==> src/rtl/frac_frame_tx.sv <==
// Buffers whole fractional snapshots in a frame FIFO and serializes each frame
// as CTR_NUM tagged words {channel, frac} over a valid/ready stream.
module frac_frame_tx #(
  parameter int CTR_NUM    = 8,
  parameter int FIFO_DEPTH = 4,
  localparam int CW = $clog2(CTR_NUM),
  localparam int PW = $clog2(FIFO_DEPTH),
  localparam int LW = PW + 1
) (
  input  logic          clock,
  input  logic          rst,
  input  logic [6:0]    in_data [CTR_NUM],
  input  logic          in_valid,
  output logic [CW+6:0] out_data,
  output logic          out_valid,
  input  logic          out_ready,
  output logic          out_sof,
  output logic          out_eof,
  output logic [15:0]   drop_cnt,
  output logic [LW-1:0] fifo_level
);

  localparam logic [0:0] S_IDLE = 1'b0;
  localparam logic [0:0] S_SEND = 1'b1;

  logic [6:0]    r_mem [FIFO_DEPTH][CTR_NUM];
  logic [PW-1:0] r_wr_ptr;
  logic [PW-1:0] r_rd_ptr;
  logic [CW-1:0] r_ch;
  logic [0:0]    r_state;

  logic          w_full;
  logic          w_push;
  logic          w_xfer;
  logic          w_last;
  logic          w_pop;
  logic [CW-1:0] w_next_ch;

  // Fullness is judged on the registered level, so a same-cycle pop never frees a slot.
  assign w_full    = (fifo_level == LW'(FIFO_DEPTH));
  assign w_push    = in_valid & ~w_full;
  assign w_xfer    = (r_state == S_SEND) & out_ready;
  assign w_last    = (r_ch == CW'(CTR_NUM - 1));
  assign w_pop     = w_xfer & w_last;
  assign w_next_ch = r_ch + CW'(1);

  // Frame storage: a whole snapshot is written into the tail slot.
  always_ff @(posedge clock) begin
    if (w_push) begin
      r_mem[r_wr_ptr] <= in_data;
    end
  end

  // FIFO pointers, occupancy and saturating drop counter.
  always_ff @(posedge clock or negedge rst) begin
    if (!rst) begin
      r_wr_ptr   <= PW'(0);
      r_rd_ptr   <= PW'(0);
      fifo_level <= LW'(0);
      drop_cnt   <= 16'd0;
    end else begin
      if (w_push) begin
        r_wr_ptr <= r_wr_ptr + PW'(1);
      end
      if (w_pop) begin
        r_rd_ptr <= r_rd_ptr + PW'(1);
      end
      case ({w_push, w_pop})
        2'b10:   fifo_level <= fifo_level + LW'(1);
        2'b01:   fifo_level <= fifo_level - LW'(1);
        default: fifo_level <= fifo_level;
      endcase
      if (in_valid && w_full && (drop_cnt != 16'hFFFF)) begin
        drop_cnt <= drop_cnt + 16'd1;
      end
    end
  end

  // Serializer FSM; output word is preloaded so it stays stable while stalled.
  always_ff @(posedge clock or negedge rst) begin
    if (!rst) begin
      r_state   <= S_IDLE;
      r_ch      <= CW'(0);
      out_valid <= 1'b0;
      out_data  <= (CW + 7)'(0);
      out_sof   <= 1'b0;
      out_eof   <= 1'b0;
    end else begin
      case (r_state)
        S_IDLE: begin
          if (fifo_level != LW'(0)) begin
            r_state   <= S_SEND;
            r_ch      <= CW'(0);
            out_valid <= 1'b1;
            out_data  <= {CW'(0), r_mem[r_rd_ptr][0]};
            out_sof   <= 1'b1;
            out_eof   <= 1'b0;
          end
        end
        S_SEND: begin
          if (out_ready) begin
            if (w_last) begin
              r_state   <= S_IDLE;
              r_ch      <= CW'(0);
              out_valid <= 1'b0;
              out_data  <= (CW + 7)'(0);
              out_sof   <= 1'b0;
              out_eof   <= 1'b0;
            end else begin
              r_ch      <= w_next_ch;
              out_data  <= {w_next_ch, r_mem[r_rd_ptr][w_next_ch]};
              out_sof   <= 1'b0;
              out_eof   <= (w_next_ch == CW'(CTR_NUM - 1));
            end
          end
        end
        default: begin
          r_state   <= S_IDLE;
          r_ch      <= CW'(0);
          out_valid <= 1'b0;
          out_data  <= (CW + 7)'(0);
          out_sof   <= 1'b0;
          out_eof   <= 1'b0;
        end
      endcase
    end
  end

endmodule

==> config.mk <==
export PLATFORM = sky130hd
export DESIGN_NAME = frac_frame_tx
export DESIGN_NICKNAME = d
export VERILOG_FILES = /design/src/rtl/frac_frame_tx.sv
export SDC_FILE = /design/constraint.sdc
export NUM_CORES = 1
export LEC_CHECK = 0
export ABC_AREA = 1
export CAP_MARGIN = 20
export CORE_ASPECT_RATIO = 1.4
export CORE_MARGIN = 2
export CORE_UTILIZATION = 35
export DETAILED_ROUTE_END_ITERATION = 12
export PLACE_DENSITY_LB_ADDON = 0.1
export SYNTH_ARGS = -nofsm -noshare
export SYNTH_HDL_FRONTEND = slang
export SYNTH_SLANG_ARGS = --single-unit
==> constraint.sdc <==
create_clock -name clock -period 6.1 [get_ports clock]
set_input_delay 1.22 -clock clock [delete_from_list [all_inputs] [get_ports clock]]
set_output_delay 1.22 -clock clock [all_outputs]
set_load 0.02 [all_outputs]
* Yosys cells after proc, flatten, opt, wreduce, memory -nomap -nowiden
Memories as Yosys holds them, arrays and structs flattened.
Index checks and enable logic that the tools add are counted.
** Word-level totals
- Bits in latches :: 0
- Output and inout bits :: 32
- Memory bits (read-only) :: 0
- Bits of input ports :: 60
- Memory bits (writable) :: 224
- Logic and storage cells :: 67
- Memories kept :: 1
- Register bits :: 40
** Memory list
- r_mem :: depth 4, bits a word 56, read ports 1, clocked after memory_dff 0, write ports 1, line 26 : logic [6:0] r_mem [FIFO_DEPTH][CTR_NUM];
** Cells by class
- Shift operators :: 0
- Add/subtract/negate cells :: 6
- Reduce and logical (&&, ||, !) cells :: 6
- Magnitude comparators :: 1
- Multipliers :: 0
- Divide/modulo/power cells :: 0
- Muxes and demuxes :: 28
- Equality and inequality tests :: 9
- Bitwise operators :: 6
** Operators by type and width (number)
- 10-bit two-way mux :: 3
- 7-bit binary-select mux with 3-bit select :: 1
- 10-bit one-hot mux with 2 select lines :: 1
- 16-bit by 1-bit adder with 16-bit output (second input constant) :: 1
- 16-bit inequality test (second input constant) :: 1
- 7-bit two-way mux :: 2
- 1-bit two-way mux :: 12
- 3-bit one-hot mux with 2 select lines :: 2
- 3-bit equality test (second input constant) :: 3
- 3-bit two-way mux :: 3
- 1-bit one-hot mux with 2 select lines :: 4
- 3-bit by 1-bit adder with 3-bit output (second input constant) :: 2
- 2-bit by 1-bit adder with 2-bit output (second input constant) :: 2
- 4-bit greater-or-equal comparator (second input constant) :: 1
- 2-bit inequality test (second input constant) :: 2
- 3-bit NOT with 4-bit output :: 1
- 1-bit AND :: 3
- 3-bit AND reduction :: 1
- 3-bit nonzero test :: 1
- 3-bit by 1-bit subtractor with 3-bit output (second input constant) :: 1
- 2-bit by 1-bit equality test with 1-bit output (second input constant) :: 1
- 2-bit equality test (second input constant) :: 1
- 1-bit logical AND :: 2
- 2-bit by 1-bit inequality test with 1-bit output (second input constant) :: 1
- other kinds (3) :: 4

* Logic depth before layout (Yosys ltp)
- Depth in word-level cells :: 8
- Depth in mapped cells :: 12
- Mapped depth without buffers :: 10

* Worst setup path before layout
Ideal clock, no wire load.
- Path type :: input to register
- Start :: in in_valid
- End :: mem r_mem[0][0] (netlist name) (enable)
- Stages :: 2
- Buffers on the path :: 0
- Required time :: 5.630 ns
- Arrival time :: 3.747 ns
- Setup time :: 0.470 ns
- Path slack :: 1.882 ns
- Cells stage by stage :: nand2_1 -> nor2_1
** On the way
- Cells in the longest elaborated chain, start to end :: 3
** Ends and longest elaborated chain
- start, declared :: line 13 : input logic in_valid,
- 1-bit AND :: line 41 : assign w_push = in_valid & ~w_full;
- 1-bit two-way mux :: line 49 : if (w_push) begin
- 1-bit two-way mux (implied by the code) :: line 50 : r_mem[r_wr_ptr] <= in_data;
- end, declared :: line 26
No other way between the ends.

* Worst setup path in the final report
- Start :: reg out_data[7]
- End :: out out_data[7]
** RTL lines
- start, declared :: line 14 : output logic [CW+6:0] out_data,
- start signal, assigned :: line 85 : out_data <= (CW + 7)'(0);
- start signal, assigned :: line 95 : out_data <= {CW'(0), r_mem[r_rd_ptr][0]};
- start signal, assigned :: line 106 : out_data <= (CW + 7)'(0);
No word-level cell between the ends.

==> impl_metrics.sql <==
INSERT INTO impl_metrics (metric_group, metric, value, unit) VALUES
('setup_path', 'cpLargestDelayFamily', 'buffers and inverters', ''),
('grt', 'wire_length_of_the_first_global_routing_pass', '42.4', 'mm'),
('die', 'core_area', '0.0309', 'mm2'),
('detailed_routing', 'dr_total_vias', '7149', ''),
('die', 'die_h', '214', 'um'),
('clock_network', 'clk-insertion-delay-late', '540', 'ps'),
('detailed_routing', 'drt_iter0_markers', '384', ''),
('die', 'initial_core_util', '0.357', ''),
('timing', 'layout_setup_ws', '2860', 'ps'),
('detailed_routing', 'detail_route.wl_per_cell', '18.3', 'um'),
('job', 'cap_violations', '0', ''),
('clock_network', 'max-clock-path-buffers', '3', ''),
('clock_network', 'postCtsResizedCells', '0', ''),
('clock_network', 'cts.reportedPaths.clkPinSlew', '70', 'ps'),
('detailed_routing', 'drtAntennaViolNets', '0', ''),
('placement', 'place_congestion', '0.771', ''),
('grt', 'pin_count_of_the_biggest_net_entering_global_routing', '71', ''),
('cells_and_area', 'layout_commonest_cell', 'nand2_1', ''),
('clock_network', 'buffer_count_from_post_cts_setup_fixing', '0', ''),
('placement', 'buffer_ports.inserted', '91', ''),
('yosys', 'yosysSeqAreaShare', '0.694', ''),
('clock_network', 'htree_levels', '1', ''),
('timing', 'rsz0062_at_grt', 'no', ''),
('timing', 'final.period_utilization', '0.531', ''),
('setup_path', 'crit_chain', 'buf_16 -> clkdlybuf4s50_1', ''),
('cells_and_area', 'finish.net_count', '1149', ''),
('clock_network', 'cts_made_buffers', '27', ''),
('yosys', 'ys_warn_count', '0', ''),
('clock_network', 'cts.root.buffer_cell', 'clkbuf_16', ''),
('timing', 'period_needed', '3240', 'ps'),
('setup_path', 'crit_required', '4880', 'ps'),
('power_and_ir_drop', 'p_leak', '0.00507', 'uW'),
('placement', 'placement.cell_area', '0.0122', 'mm2'),
('placement', 'place_hpwl', '16.9', 'mm'),
('timing', 'timing_hold_violations_final', '0', ''),
('run_status', 'run_status', 'finished clean', ''),
('die', 'die_width', '154', 'um'),
('setup_path', 'cpPeakStageDelay', '630', 'ps'),
('yosys', 'syn_area', '0.0110', 'mm2'),
('timing', 'tightestPinTransition', '1010', 'ps'),
('yosys', 'synth-async-reset-ratio', '0.142', ''),
('grt', 'grt_antenna_before_repair', '0', ''),
('cells_and_area', 'fin_cells', '1489', ''),
('yosys', 'synth_cell_type_count', '27', ''),
('power_and_ir_drop', 'power_per_cell_area', '499', 'mW/mm2'),
('cells_and_area', 'filler_cell_count', '2956', ''),
('cells_and_area', 'mostFrequentLayoutCells', '368 x nand2_1, 224 x edfxtp_1, 174 x nand3_1', ''),
('clock_network', 'ctsHoldBuffers', '0', ''),
('timing', 'max_clock_freq', '309', 'MHz'),
('setup_path', 'cp_max_fo', '24', ''),
('die', 'ios', '92', ''),
('placement', 'cell_count_after_placement', '1438', ''),
('cells_and_area', 'finish.utilization', '0.426', ''),
('yosys', 'avgSynthCellArea', '11.1', 'um2'),
('die', 'fp-row-count', '76', ''),
('power_and_ir_drop', 'peakVddDrop', '0.233', 'mV'),
('timing', 'finalSetupViolCount', '0', ''),
('setup_path', 'startpoint_type', 'flop', ''),
('placement', 'detailedPlace.worstSlack', '2230', 'ps'),
('detailed_routing', 'first_pass_iters', '5', ''),
('grt', 'globalRouteTotalUtil', '0.167', ''),
('detailed_routing', 'routed_wl', '27.2', 'mm'),
('detailed_routing', 'routed_via_count_divided_by_cell_count', '4.80', ''),
('yosys', 'ys_dominant_reg_cell', 'edfxtp_1', ''),
('cells_and_area', 'n_antenna_cell', '0', ''),
('yosys', 'netlist_instances', '995', ''),
('setup_path', 'data_arrival_critical_path', '2020', 'ps'),
('die', 'die_footprint', '0.0330', 'mm2'),
('timing', 'slew_headroom', '0.325', ''),
('grt', 'grt_pass1_vias', '7176', ''),
('yosys', 'synth.net_count', '1065', '');
[layer usage]
metal / global-route usage / part of all wire
met1: 0.213 / 0.43
met2: 0.295 / 0.51
met3: 0.0212 / 0.038
met4: 0.0530 / 0.027
met5: 0 / 0
[cell type report]
cell class                 count  area [um2]  area share
clock buffer                  36         769      0.0584
multi-input combinational    641        2940       0.223
timing repair buffer         106        1050      0.0798
inverter                      42         159      0.0121
sequential                   261        7660       0.581
tap                          390         488      0.0370
clock inverter                13         114     0.00864
[cell usage after synthesis, drive strengths merged, types with 9 or more instances]
cell type / instances / share of area
nand2: 374 / 0.13
dfrtp: 37 / 0.084
inv: 41 / 0.014
o21ai: 19 / 0.0086
edfxtp: 224 / 0.61
nor2: 22 / 0.0075
xor2: 18 / 0.014
clkbuf: 12 / 0.0041
ha: 9 / 0.010
a21oi: 11 / 0.0050
buf: 39 / 0.024
nand3: 174 / 0.079
[flip-flops by register name, summed over array words and instances (netlist names), 2 cells and up]
| register | flops |
|---|---|
| fifo_level | 3 |
| out_data | 10 |
| r_wr_ptr | 2 |
| drop_cnt | 16 |
| r_rd_ptr | 2 |
| r_mem | 224 |
[through the flow]
stage | hold slack (ps) | power [uW]
finish | 509 | 6570
detailed placement | 487 | 5020
global route | 518 | 7020
CTS | 502 | 6650
floorplan | 557 | 4160
global placement | 486 | 5010
[final timing paths]
| kind | slack [ps] | cells past startpoint | from | end |
|---|---|---|---|---|
| max | 2860 | 2 | out_data[7] | out_data[7] |
| min | 510 | 2 | out_sof | out_sof |
| max reg2reg | 3070 | 10 | r_rd_ptr[0] | out_data[1] |
| min reg2reg | 510 | 2 | out_sof | out_sof |
| max in group asynchronous | 4640 | 1 | rst | r_rd_ptr[0] |
| min in group asynchronous | 800 | 1 | rst | drop_cnt[5] |
[report_power, final]
group	leakage (uW)	total [uW]	switching, uW	internal (uW)
sequential	0.00249	2610	231	2380
combinational	0.00216	2340	1590	755
clock	0.000430	1620	686	933
[cell families (layout without fill, tap and decap cells)]
logic type               Yosys count  after routing  share of synthesized area
XOR/XNOR                          20             20                     0.0159
AND/OR/NAND/NOR                  581            581                      0.222
AO/OA/AOI/OAI                     30             30                     0.0136
buffers and inverters             93            197                     0.0428
adder cells (fa/ha/maj)           10             10                     0.0120
flip-flops                       261            261                      0.694
[tightest hold or removal path, delay by kind of cell, from the launching register on]
kind | cells | cell delay (ps)
AND/OR/NAND/NOR | 2 | 110
flip-flops | 1 | 360
(Power assumes the default switching activity.)
